===== config.mk =====
export PLATFORM = sky130hd
export DESIGN_NAME = adder_arbiter
export DESIGN_NICKNAME = d
export VERILOG_FILES = /design/src/rtl/adder_arbiter.sv
export SDC_FILE = /design/constraint.sdc
export NUM_CORES = 1
export LEC_CHECK = 0
export ABC_AREA = 1
export ABC_CLOCK_PERIOD_IN_PS = 1740
export BUFFER_PORTS_ARGS = -buffer_cell sky130_fd_sc_hd__buf_2
export CAP_MARGIN = 20
export CORE_MARGIN = 2
export CORE_UTILIZATION = 50
export CTS_BUF_LIST = sky130_fd_sc_hd__clkbuf_4
export DETAILED_ROUTE_END_ITERATION = 10
export PLACE_DENSITY = 0.79
export SYNTH_ARGS = -nofsm -noshare
export SYNTH_HDL_FRONTEND = slang
export SYNTH_SLANG_ARGS = --single-unit

===== constraint.sdc =====
create_clock -name CLK -period 1.74 [get_ports CLK]
set_input_delay 0.348 -clock CLK [delete_from_list [all_inputs] [get_ports CLK]]
set_output_delay 0.348 -clock CLK [all_outputs]
set_load 0.01 [all_outputs]

===== src/rtl/adder_arbiter.sv =====
// Two-requester arbiter sharing one 33-bit adder through an IDLE/ADD/DONE handshake.
// Define ADDER_ARB_FIXED_PRIO_EN for fixed priority (port 0 wins ties); default is round-robin.
module adder_arbiter (
    input  logic        CLK,
    input  logic        RESET,
    input  logic        REQ0_VALID,
    input  logic [31:0] REQ0_A,
    input  logic [31:0] REQ0_B,
    output logic        REQ0_READY,
    input  logic        REQ1_VALID,
    input  logic [31:0] REQ1_A,
    input  logic [31:0] REQ1_B,
    output logic        REQ1_READY,
    output logic [31:0] RESULT,
    output logic        RESULT_CARRY,
    output logic        RESULT_ID,
    output logic        RESULT_VALID,
    input  logic        RESULT_ACK
);

    typedef enum logic [1:0] {
        IDLE = 2'd0,
        ADD  = 2'd1,
        DONE = 2'd2
    } state_t;

    state_t      state_r;
    logic [31:0] op_a_r;
    logic [31:0] op_b_r;
    logic        op_id_r;
    logic        can_grant_s;
    logic        grant_s;
    logic        grant_id_s;
    logic [32:0] sum_s;
`ifndef ADDER_ARB_FIXED_PRIO_EN
    logic        last_r;
`endif

    // The only adder in the block, fed from the latched operands.
    assign sum_s = {1'b0, op_a_r} + {1'b0, op_b_r};

    // Grant decision: when a grant may be issued and which port wins it.
    always_comb begin
        can_grant_s = 1'b0;
        grant_id_s  = 1'b0;
        if (RESET) begin
            can_grant_s = 1'b0;
        end else begin
            case (state_r)
                IDLE:    can_grant_s = 1'b1;
                DONE:    can_grant_s = RESULT_ACK;
                default: can_grant_s = 1'b0;
            endcase
        end
`ifdef ADDER_ARB_FIXED_PRIO_EN
        if (REQ0_VALID) begin
            grant_id_s = 1'b0;
        end else begin
            grant_id_s = REQ1_VALID;
        end
`else
        if (REQ0_VALID && REQ1_VALID) begin
            grant_id_s = ~last_r;
        end else begin
            grant_id_s = REQ1_VALID;
        end
`endif
        grant_s    = can_grant_s && (REQ0_VALID || REQ1_VALID);
        REQ0_READY = grant_s && !grant_id_s;
        REQ1_READY = grant_s && grant_id_s;
    end

    // Control FSM with operand capture and registered result outputs.
    always_ff @(posedge CLK) begin
        if (RESET) begin
            state_r      <= IDLE;
            op_a_r       <= 32'd0;
            op_b_r       <= 32'd0;
            op_id_r      <= 1'b0;
            RESULT       <= 32'd0;
            RESULT_CARRY <= 1'b0;
            RESULT_ID    <= 1'b0;
            RESULT_VALID <= 1'b0;
`ifndef ADDER_ARB_FIXED_PRIO_EN
            last_r       <= 1'b1;
`endif
        end else begin
            // grant_s can only be high in IDLE or in DONE with ACK, so capture is shared.
            if (grant_s) begin
                op_a_r  <= grant_id_s ? REQ1_A : REQ0_A;
                op_b_r  <= grant_id_s ? REQ1_B : REQ0_B;
                op_id_r <= grant_id_s;
`ifndef ADDER_ARB_FIXED_PRIO_EN
                last_r  <= grant_id_s;
`endif
            end else begin
                op_id_r <= op_id_r;
            end
            case (state_r)
                IDLE: begin
                    if (grant_s) begin
                        state_r <= ADD;
                    end else begin
                        state_r <= IDLE;
                    end
                end
                ADD: begin
                    {RESULT_CARRY, RESULT} <= sum_s;
                    RESULT_ID              <= op_id_r;
                    RESULT_VALID           <= 1'b1;
                    state_r                <= DONE;
                end
                DONE: begin
                    if (RESULT_ACK) begin
                        RESULT_VALID <= 1'b0;
                        if (grant_s) begin
                            state_r <= ADD;
                        end else begin
                            state_r <= IDLE;
                        end
                    end else begin
                        state_r <= DONE;
                    end
                end
                default: begin
                    state_r      <= IDLE;
                    RESULT_VALID <= 1'b0;
                end
            endcase
        end
    end

endmodule


== Yosys cells after proc, flatten, opt, wreduce, memory -nomap -nowiden ==
Index checks and enable logic that the tools add are counted.
W data, S select, Z words.

* Bits in registers: 103
* Bits in latches: 0
* Memory bits (writable): 0
* ROM bits: 0
* Bits of input ports: 133
* Output and inout port bits: 37
* Word-level logic and storage cells: 33
* Memories: 0

* Add/sub/neg operators: 1
* $mul: 0
* Divide/modulo/power cells: 0
* Magnitude comparators: 0
* Equality and inequality tests: 3
* Shifts and indexed selects: 0
* Mux-type cells: 10
* Bitwise operators: 2
* Reductions and logical operators: 8

{| class="wikitable"
|+ Operators by type and width
! operator !! number
|-
| $mux W32 || 2
|-
| $add A32 B32 Y33 || 1
|-
| $pmux W2 S3 || 1
|-
| $logic_and A1 B1 Y1 || 4
|-
| $mux W1 || 4
|-
| $pmux W1 S3 || 1
|-
| $eq A2 B1 Y1 const B || 1
|-
| $eq A2 B2 Y1 const B || 1
|-
| $logic_not A2 Y1 || 1
|-
| $mux W2 || 1
|-
| $ne A2 B2 Y1 const B || 1
|-
| $not A1 Y1 || 2
|-
| $pmux W1 S2 || 1
|-
| $reduce_and A2 Y1 || 1
|-
| $logic_not A1 Y1 || 1
|-
| $logic_or A1 B1 Y1 || 1
|}

== Depth between registers and ports, before layout ==
Gate-level depths: netlist of run 1.

* Depth after elaboration: 7
* Gate-level depth with buffers: 13
* Depth with buffers taken out: 13

== Least setup slack after synthesis of run 1 ==
No wires, ideal clock.

* Path kind: register -> register
* Start point: register op_a_r[0]
* End point: register RESULT[24]
* Library setup time: 0.109 ns
* Arrival: 1.677 ns
* Data required time: 1.631 ns
* Setup slack: -0.046 ns
* Stages on the path, launching flop included: 13
* Path buffers: 0
* Clock period less this slack: 1.786 ns
* Cell sequence: dfxtp_1 ha_1 fa_1 nand3_1 nand3_1 nand2_1 nand2_1 nand3_1 nand3_1 nand2_1 nand3_1 nand2_1 inv_1

* Cells in the longest elaborated chain, start to end: 1

{| class="wikitable"
|+ Ends and longest elaborated chain
! element !! RTL line !! RTL
|-
| start, declared || 28 || <nowiki>logic [31:0] op_a_r;</nowiki>
|-
| start signal, assigned || 90 || <nowiki>op_a_r <= grant_id_s ? REQ1_A : REQ0_A;</nowiki>
|-
| $add A32 B32 Y33 || 40 || <nowiki>assign sum_s = {1'b0, op_a_r} + {1'b0, op_b_r};</nowiki>
|-
| end signal, assigned || 108 || <nowiki>{RESULT_CARRY, RESULT} <= sum_s;</nowiki>
|-
| end, declared || 14 || <nowiki>output logic [31:0] RESULT,</nowiki>
|}

Every way passes these cells.
A chain may end at the register's enable or synchronous reset.

== Worst setup path in the final report of run 1 ==
* Start point: register state_r[1]
* End point: output REQ1_READY

* Cells in the longest elaborated chain, start to end: 5
* Elaborated cells between the ends (all ways): 6
* Those cells by class: eq/ne: 1; mux: 2; reduce/logical: 3

{| class="wikitable"
|+ Ends and longest elaborated chain
! element !! RTL line !! RTL
|-
| start, declared || 27 || <nowiki>state_t state_r;</nowiki>
|-
| start signal, assigned || 76 || <nowiki>state_r <= IDLE;</nowiki>
|-
| start signal, assigned || 102 || <nowiki>state_r <= ADD;</nowiki>
|-
| start signal, assigned || 104 || <nowiki>state_r <= IDLE;</nowiki>
|-
| $eq A2 B2 Y1 or $logic_not A2 Y1 (tied branches) || 49 || <nowiki>case (state_r)</nowiki>
|-
| $pmux W1 S2 * || 49 ||
|-
| $mux W1 * || 46 || <nowiki>if (RESET) begin</nowiki>
|-
| $logic_and A1 B1 Y1 * || 68 || <nowiki>grant_s = can_grant_s && (REQ0_VALID || REQ1_VALID);</nowiki>
|-
| $logic_and A1 B1 Y1 * || 70 || <nowiki>REQ1_READY = grant_s && grant_id_s;</nowiki>
|-
| end, declared || 13 || <nowiki>output logic REQ1_READY,</nowiki>
|}

Every way passes the cells marked *; elsewhere a longest branch is shown, timed or not.

==> results of run 1 <==
## flip-flops by register name (all words and copies together), names as in the netlist
| signal | flops |
|---|---|
| op_id_r | 1 |
| op_b_r | 32 |
| RESULT_ID | 1 |
| state_r | 2 |
| RESULT_CARRY | 1 |
| RESULT_VALID | 1 |
| op_a_r | 32 |
| last_r | 1 |
| RESULT | 32 |
## per-stage QoR
| stage | utilization | area [sq um] | setup TNS, ns | std cells | hold slack [ns] |
|---|---|---|---|---|---|
| 4_1_cts | 0.673 | 8420 | -0.324 | 1438 | 0.0633 |
| 2_1_floorplan | - | 6360 | 0 | 1041 | 0.430 |
| 3_5_place_dp | 0.623 | 7790 | -1.44 | 1409 | 0.464 |
| 5_1_grt | 0.742 | 9290 | -2.80 | 1451 | 0.0662 |
| 3_3_place_gp | 0.623 | 7790 | -1.43 | 1409 | 0.460 |
| 6_report | 0.742 | 9290 | -0.694 | 1451 | 0.0582 |
## final cells by class
cell class,instances,area [sq um]
Timing Repair Buffer,260,1680
Inverter,143,544
Multi-Input combinational cell,757,4560
Clock buffer,9,67.6
Sequential cell,103,2150
Tap cell,172,215
Clock inverter,7,71.3
Fill cell,1026,3230
## power breakdown
| group | switching [uW] | total (uW) | internal, uW |
|---|---|---|---|
| combinational | 1000 | 1890 | 882 |
| clock | 915 | 1360 | 440 |
| sequential | 184 | 2760 | 2570 |
## timing repair
action                                  CTS  global route
pin swaps                                10            69
cloned                                    2             1
endpoints found under the setup margin   24            66
resized for setup                        69           228
endpoints found under the hold margin     0             0
setup buffers                            11            15
## routing by layer
metal  part of all wire  vias up
met5                  0        -
met4              0.027        0
met3              0.081       60
met2               0.46      381
met1               0.43     3519
li1                   -     3726
## kinds of logic (layout without fill, tap and decap cells)
kind of cell    Yosys count  count (layout)  synth area share
simple gates            584             584             0.358
fa+ha+maj                33              33            0.0661
buf+inv                 181             419             0.116
xor+xnor                 14              14            0.0193
flops                   103             103             0.324
compound gates          126             126             0.116
## worst max path at each step
| stage | cells after the start | to | slack, ns | start |
|---|---|---|---|---|
| after floorplan | 12 | RESULT[24] | 0.02 | op_a_r[0] |
| after CTS | 7 | REQ0_READY | -0.19 | state_r[1] |
| final | 6 | REQ1_READY | -0.25 | state_r[1] |
| after detailed placement | 12 | RESULT[20] | -0.16 | op_a_r[0] |
| after global placement | 13 | RESULT[31] | -0.15 | op_a_r[5] |
| after global routing | 6 | REQ1_READY | -0.28 | state_r[1] |
## cells in the mapped netlist
| cell | instances |
|---|---|
| nor2_2 | 2 |
| inv_1 | 139 |
| a21oi_2 | 1 |
| xnor2_1 | 2 |
| clkinv_1 | 2 |
| and2_1 | 1 |
| a31oi_1 | 64 |
| xor2_1 | 12 |
| a21o_1 | 2 |
| o211ai_1 | 1 |
| o211ai_2 | 1 |
| nand2_1 | 422 |
| dfxtp_1 | 103 |
| fa_1 | 1 |
| inv_2 | 2 |
| clkbuf_1 | 18 |
| nand4_1 | 4 |
| o21bai_1 | 3 |
| ha_1 | 32 |
| buf_6 | 4 |
| buf_2 | 11 |
| buf_4 | 4 |
| nor3_1 | 5 |
| buf_1 | 1 |
| nor2_1 | 104 |
| a21oi_1 | 31 |
| o21ai_0 | 22 |
| nand3b_1 | 2 |
| nand3_1 | 44 |
| a211oi_1 | 1 |
## worst register-to-register path, delay by kind of cell (launching register included)
| family | cells | cell delay (ns) |
|---|---|---|
| buffers and inverters | 5 | 0.69 |
| AOI/OAI and AO/OA | 3 | 0.44 |
| DFF | 1 | 0.36 |
| and+or+nand+nor | 2 | 0.22 |
==> reports/summary.txt, run 1 <==
status = finished, violations left
Final Slew Violations = 0
Yosys top cell by area = dfxtp_1
CP max FO = 2
Hold Path Origin = REQ0_A[12]
cells on worst reg2reg path = 10
die height = 117 microns
core area = 12,500 sq um
CP cell instances = inv_2, o211ai_4, buf_4, nor2_4, buf_12, buf_2
htree depth = 3
Mapped Area = 6360 sq um
WL/cell = 16.1 microns
clock root buffer = clkbuf_4
highest-count cells in the layout ignoring fill and taps = nand2_1, buf_2, inv_1
n_diodes = 0
Slowest-stage cell, CP = dfxtp_2
post-DP HPWL = 15,600 microns
YS warnings = 0
Tcrit/Tclk final = 1.14
synth top area cells = dfxtp_1, nand2_1, inv_1
M3 GR Usage = 0.0499
final hold violations = 0
routability cong. = 0.925
R2R Path End = op_a_r[17]
pin count of the biggest net entering global routing = 92
layout cell share with drive strength beyond 1 = 0.403
DIE AREA = 13,600 sq um
Global Route Usage Sum = 0.317
most common cell after layout, fill and taps aside = nand2_1
Starting DRT DRC Count = 606
net count after synthesis = 1,207
WHS Endpoint = op_a_r[12]
Critical Path End Type = output pin
dpl ws = -0.157 ns
type of the worst setup path = register to output pin
Port Buffer Count = 169
max_slew headroom = 0.643
fin crit period = 1.99 ns
reg2reg start = state_r[1]
Overall Power = 6000 uW
Worst Slack Setup Final = -0.250 ns
first-pass GRT wire length = 33,200 microns
slew of the pin with the lowest slew margin = 0.534 ns
global routing's busiest layer = met2
IO Pins = 170
via count = 7,686
cts-stage hold buffer count = 0
Worst-path clk slew = 0.17 ns
worst hold stages = 3
RSZ-0062 raised after global routing = yes
die width = 117 microns
Mean Syn Cell Area = 6.11 sq um
vias per inst = 5.30
Distinct cells, synth = 30
Worst Path Arrival = 1.64 ns
buffers and inverters on the worst path = 4
HP Class = input port to register
clock skew = 0.0187 ns
DRT Pass-1 Iters = 5
top achievable clock speed = 0.502 GHz
Nets = 1,440
Max rail drop VDD = 0.000507 V
Initial Util = 0.508
# rows = 41
met1 usage = 0.444
Post-route DRC = 0
CTS Sinks = 103
antenna violations before repair = 0
Pwr Density = 646 nW/um^2
R2R setup slack = -0.06 ns
Area Growth Syn to Fin = 46.0%
GRT overflow = 0
Post-Synthesis Cells = 1,041
Max Cap Viol = 0
CTS tree = yes
clk buf depth = 2
number of global-route vias before repair = 6,708
cts bufs inserted = 9
Yosys top cell area share = 0.324
sequential-to-total area share from yosys stat = 0.324
CP Data Required Time = 1.39 ns
failing checks = negative setup slack
final WL = 23,300 microns
Routed Antenna Nets = 0
final setup violating endpoints = 9
Max stage delay on crit path = 0.38 ns
Leakage = 0.00471 uW
CP Launch Type = register
synthesized flop and latch total = 103
latest clock arrival within the worst-skew pair = 0.52 ns
met2 Use GR = 0.505
CP delay by family, top = buffers and inverters
No activity file was read; power rests on OpenSTA's default activity.
==> run 2, diff against run 1 <==
--- a/config.mk
+++ b/config.mk
@@ -9,7 +9,6 @@
 export ABC_CLOCK_PERIOD_IN_PS = 1740
 export BUFFER_PORTS_ARGS = -buffer_cell sky130_fd_sc_hd__buf_2
 export CAP_MARGIN = 20
-export CORE_MARGIN = 2
 export CORE_UTILIZATION = 50
 export CTS_BUF_LIST = sky130_fd_sc_hd__clkbuf_4
 export DETAILED_ROUTE_END_ITERATION = 10
==> reports/summary.txt, run 2 (synthesis gave the netlist of run 1 again) <==
type of the worst setup path = register to output pin
layout cell share with drive strength beyond 1 = 0.380
CP Data Required Time = 1.39 ns
slew of the pin with the lowest slew margin = 0.575 ns
die height = 115 microns
Worst Slack Setup Final = -0.161 ns
Hold Path Origin = REQ0_B[11]
Initial Util = 0.521
IO Pins = 170
latest clock arrival within the worst-skew pair = 0.49 ns
CTS Sinks = 103
final WL = 21,200 microns
worst hold stages = 3
Slowest-stage cell, CP = dfxtp_2
Max Cap Viol = 0
top achievable clock speed = 0.526 GHz
most common cell after layout, fill and taps aside = nand2_1
HP Class = input port to register
Top cell by count, worst path = inv_2
n_diodes = 0
Worst-path clk slew = 0.17 ns
DIE AREA = 13,200 sq um
highest-count cells in the layout ignoring fill and taps = nand2_1, buf_2, inv_1
first-pass GRT wire length = 31,600 microns
Max stage delay on crit path = 0.36 ns
Worst Path Arrival = 1.55 ns
Critical Path End Type = output pin
WL/cell = 14.8 microns
Starting DRT DRC Count = 635
Pwr Density = 648 nW/um^2
dpl ws = -0.156 ns
GRT overflow = 0
final hold violations = 0
RSZ-0062 raised after global routing = yes
reg2reg start = op_b_r[0]
R2R Path End = RESULT[24]
CTS tree = yes
instance count on the critical path = 7
Final Slew Violations = 0
clock skew = 0.0172 ns
Leakage = 0.00458 uW
Tcrit/Tclk final = 1.09
buffers and inverters on the worst path = 4
Overall Power = 5850 uW
cells on worst reg2reg path = 12
clk buf depth = 2
CP Launch Type = register
Global Route Usage Sum = 0.309
final core occ = 0.740
final setup violating endpoints = 5
routability cong. = 0.885
Largest regs = RESULT x32, op_a_r x32, op_b_r x32
fin crit period = 1.90 ns
CP max FO = 2
Nets = 1,430
Post-route DRC = 0
max_slew headroom = 0.616
antenna violations before repair = 0
Area Growth Syn to Fin = 42.0%
Routed Antenna Nets = 0
post-DP HPWL = 15,300 microns
clock root buffer = clkbuf_4
core area = 12,200 sq um
Port Buffer Count = 169
via count = 7,387
status = finished, violations left
Max rail drop VDD = 0.000481 V
die width = 115 microns
failing checks = negative setup slack
htree depth = 3
R2R setup slack = -0.06 ns
CP cell instances = inv_2, o211ai_4, nor2_2, inv_2, a21oi_4, buf_12, buf_6
pin count of the biggest net entering global routing = 92
hold slack = 0.0818 ns
number of global-route vias before repair = 6,395
CP delay by family, top = flip-flops
DRT Pass-1 Iters = 8
vias per inst = 5.14
CP startpoint = state_r[1]
# rows = 40
cts bufs inserted = 9
Worst Setup EP = REQ0_READY
cts-stage hold buffer count = 0
-- run 2: cell types whose count changed in the layout (fill, tap and decap cells not counted), moves of 4 or more --
| cell | delta |
|---|---|
| nand2_1 | +10 |
| nand2_2 | -7 |
| dfxtp_2 | -4 |
| buf_4 | -6 |
| a21oi_1 | +4 |
-- run 2: per-stage QoR --
stage | TNS [ns] | cell area, sq um | std cells
floorplan | 0 | 6360 | 1041
global placement | -1.38 | 7800 | 1407
detailed placement | -1.52 | 7800 | 1407
CTS | -0.321 | 8310 | 1431
global route | -1.54 | 9030 | 1436
finish | -0.386 | 9030 | 1436
-- run 2: power by group --
part,switching (uW),internal (uW)
clock network,862,450
logic,962,833
registers,174,2570
total,2000,3850
-- run 2: worst min-delay path by stage --
stage                        end  slack (ns)
floorplan              RESULT_ID        0.43
global placement    RESULT_VALID        0.45
detailed placement        last_r        0.46
CTS                    op_a_r[9]        0.08
global route          op_a_r[11]        0.07
finish                op_b_r[11]        0.08
-- run 2: per-layer routing --
layer	share of wire	global-route usage
met2	0.45	0.484
met5	0	0
met4	0.012	0.0615
met1	0.47	0.453
met3	0.069	0.0432
-- run 2: final cells by class --
| class | instances | area, sq um |
|---|---|---|
| clock buffers | 10 | 75.1 |
| multi-input cells | 757 | 4450 |
| inverters | 143 | 544 |
| repair buffers | 250 | 1550 |
| well taps | 168 | 210 |
| flip-flops and latches | 103 | 2150 |
| fillers | 1015 | 3180 |
| clock inverters | 5 | 58.8 |
-- run 2: what timing repair did --
action,in CTS,in global routing
cloned,0,0
pin swaps,6,62
endpoints found under the setup margin,27,50
gates resized for setup,55,212
buffers inserted,9,6
-- run 2: worst min-delay path: cells and delay by family --
| kind | cells | cell delay [ns] |
|---|---|---|
| compound gates | 1 | 0.06 |
| buf+inv | 1 | 0.09 |
| simple gates | 1 | 0.05 |
==> run 3, diff against run 2 <==
--- a/config.mk
+++ b/config.mk
@@ -9,10 +9,10 @@
 export ABC_CLOCK_PERIOD_IN_PS = 1740
 export BUFFER_PORTS_ARGS = -buffer_cell sky130_fd_sc_hd__buf_2
 export CAP_MARGIN = 20
-export CORE_UTILIZATION = 50
+export CORE_UTILIZATION = 40
 export CTS_BUF_LIST = sky130_fd_sc_hd__clkbuf_4
 export DETAILED_ROUTE_END_ITERATION = 10
-export PLACE_DENSITY = 0.79
+export PLACE_DENSITY = 0.66
 export SYNTH_ARGS = -nofsm -noshare
 export SYNTH_HDL_FRONTEND = slang
 export SYNTH_SLANG_ARGS = --single-unit
==> reports/summary.txt, run 3 (synthesis gave the netlist of run 1 again) <==
status = finished, violations left
failing checks = negative setup slack
clk buf depth = 2
via count = 7,250
die width = 128 microns
dpl ws = -0.187 ns
Pwr Density = 641 nW/um^2
DIE AREA = 16,400 sq um
antenna violations before repair = 1
Tcrit/Tclk final = 1.10
Nets = 1,439
fin crit period = 1.92 ns
WL/cell = 14.3 microns
latest clock arrival within the worst-skew pair = 0.51 ns
Worst-path clk slew = 0.17 ns
Worst Slack Setup Final = -0.179 ns
core area = 15,400 sq um
clock skew = 0.0192 ns
type of the worst setup path = register to output pin
layout cell share with drive strength beyond 1 = 0.437
cts bufs inserted = 9
Area Growth Syn to Fin = 50.6%
die height = 128 microns
Fin Setup TNS = -0.300 ns
Critical Path End Type = output pin
DRT Pass-1 Iters = 5
Final Slew Violations = 0
# rows = 45
clock root buffer = clkbuf_4
Worst Path Arrival = 1.57 ns
top achievable clock speed = 0.521 GHz
Routed Antenna Nets = 0
Starting DRT DRC Count = 433
cts-stage hold buffer count = 0
slew of the pin with the lowest slew margin = 0.594 ns
pin count of the biggest net entering global routing = 92
Max Cap Viol = 0
final hold violations = 0
IO Pins = 170
CP max FO = 2
Initial Util = 0.414
CP Data Required Time = 1.39 ns
number of global-route vias before repair = 6,674
final core occ = 0.623
Global Route Usage Sum = 0.260
final setup violating endpoints = 7
routability cong. = 0.886
most common cell after layout, fill and taps aside = nand2_1
final WL = 21,300 microns
vias per inst = 4.87
GRT overflow = 0
Max rail drop VDD = 0.000418 V
CTS tree = yes
first-pass GRT wire length = 33,200 microns
CTS Sinks = 103
Leakage = 0.00494 uW
Post-route DRC = 0
Port Buffer Count = 169
Largest regs = RESULT x32, op_a_r x32, op_b_r x32
htree depth = 3
highest-count cells in the layout ignoring fill and taps = nand2_1, buf_2, inv_1
RSZ-0062 raised after global routing = yes
HP Class = input port to register
CP Launch Type = register
max_slew headroom = 0.604
post-DP HPWL = 15,700 microns
run 3: cell types whose count changed in the layout (fill, tap and decap cells not counted), moves of 8 or more:
cell     before  now
inv_1       131  121
nand3_1      27   17
nand2_1     358  330
inv_2         9   18
nand2_2      49   59
nor2_1       82   74
nand2_4      15   33
run 3: metrics by stage:
stage / total power, uW / cells / instance area, sq um / hold WS [ns]
3_5_place_dp: 4200 / 1450 / 7850 / 0.461
5_1_grt: 6440 / 1490 / 9580 / 0.0387
3_3_place_gp: 4200 / 1450 / 7850 / 0.457
4_1_cts: 5900 / 1477 / 8690 / 0.0489
6_report: 6140 / 1490 / 9580 / 0.0575
2_1_floorplan: 3510 / 1041 / 6360 / 0.430
run 3: path summary, 6_finish.rpt:
check,from,endpoint,slack (ns),depth (start not counted)
worst max-delay path,state_r[1],REQ0_READY,-0.18,7
worst min-delay path,REQ0_B[12],op_b_r[12],0.06,3
worst max register to register,op_a_r[9],RESULT[30],-0.03,14
worst min register to register,RESULT_VALID,RESULT_VALID,0.49,2
run 3: timing repair:
item / CTS / global route
gates resized for setup: 119 / 260
setup endpoints to repair: 29 / 33
pin swaps: 29 / 87
setup buffers: 11 / 13
run 3: cell type report:
cell class                      count  area [sq um]
Antenna cell                        1          2.50
Tap cell                          211           264
Clock buffer                       10          75.1
Sequential cell                   103          2160
Fill cell                        1424          5790
Multi-Input combinational cell    757          4810
Clock inverter                      6          92.6
Inverter                          143           547
Timing Repair Buffer              259          1630
run 3: layer usage:
layer	vias to the layer above	wire length [microns]	track usage	part of all wire
li1	3729	-	-	-
met1	3267	10600	0.384	0.50
met2	230	9150	0.389	0.43
met3	24	1210	0.0434	0.057
met4	0	295	0.0671	0.014
met5	-	0	0	0
run 3: worst max-delay path, cell delays in order, from the launching register on:
cell and delay [ns]:
dfxtp_2 0.36, inv_2 0.06, o211ai_4 0.09, nor2_2 0.13, inv_2 0.07, a21oi_4 0.13, buf_6 0.13, buf_6 0.09
run 3: report_power, final:
group          total, uW  internal (uW)  switching, uW
sequential          2740           2570            170
combinational       1890            883           1010
clock               1500            611            892
total               6140           4060           2070
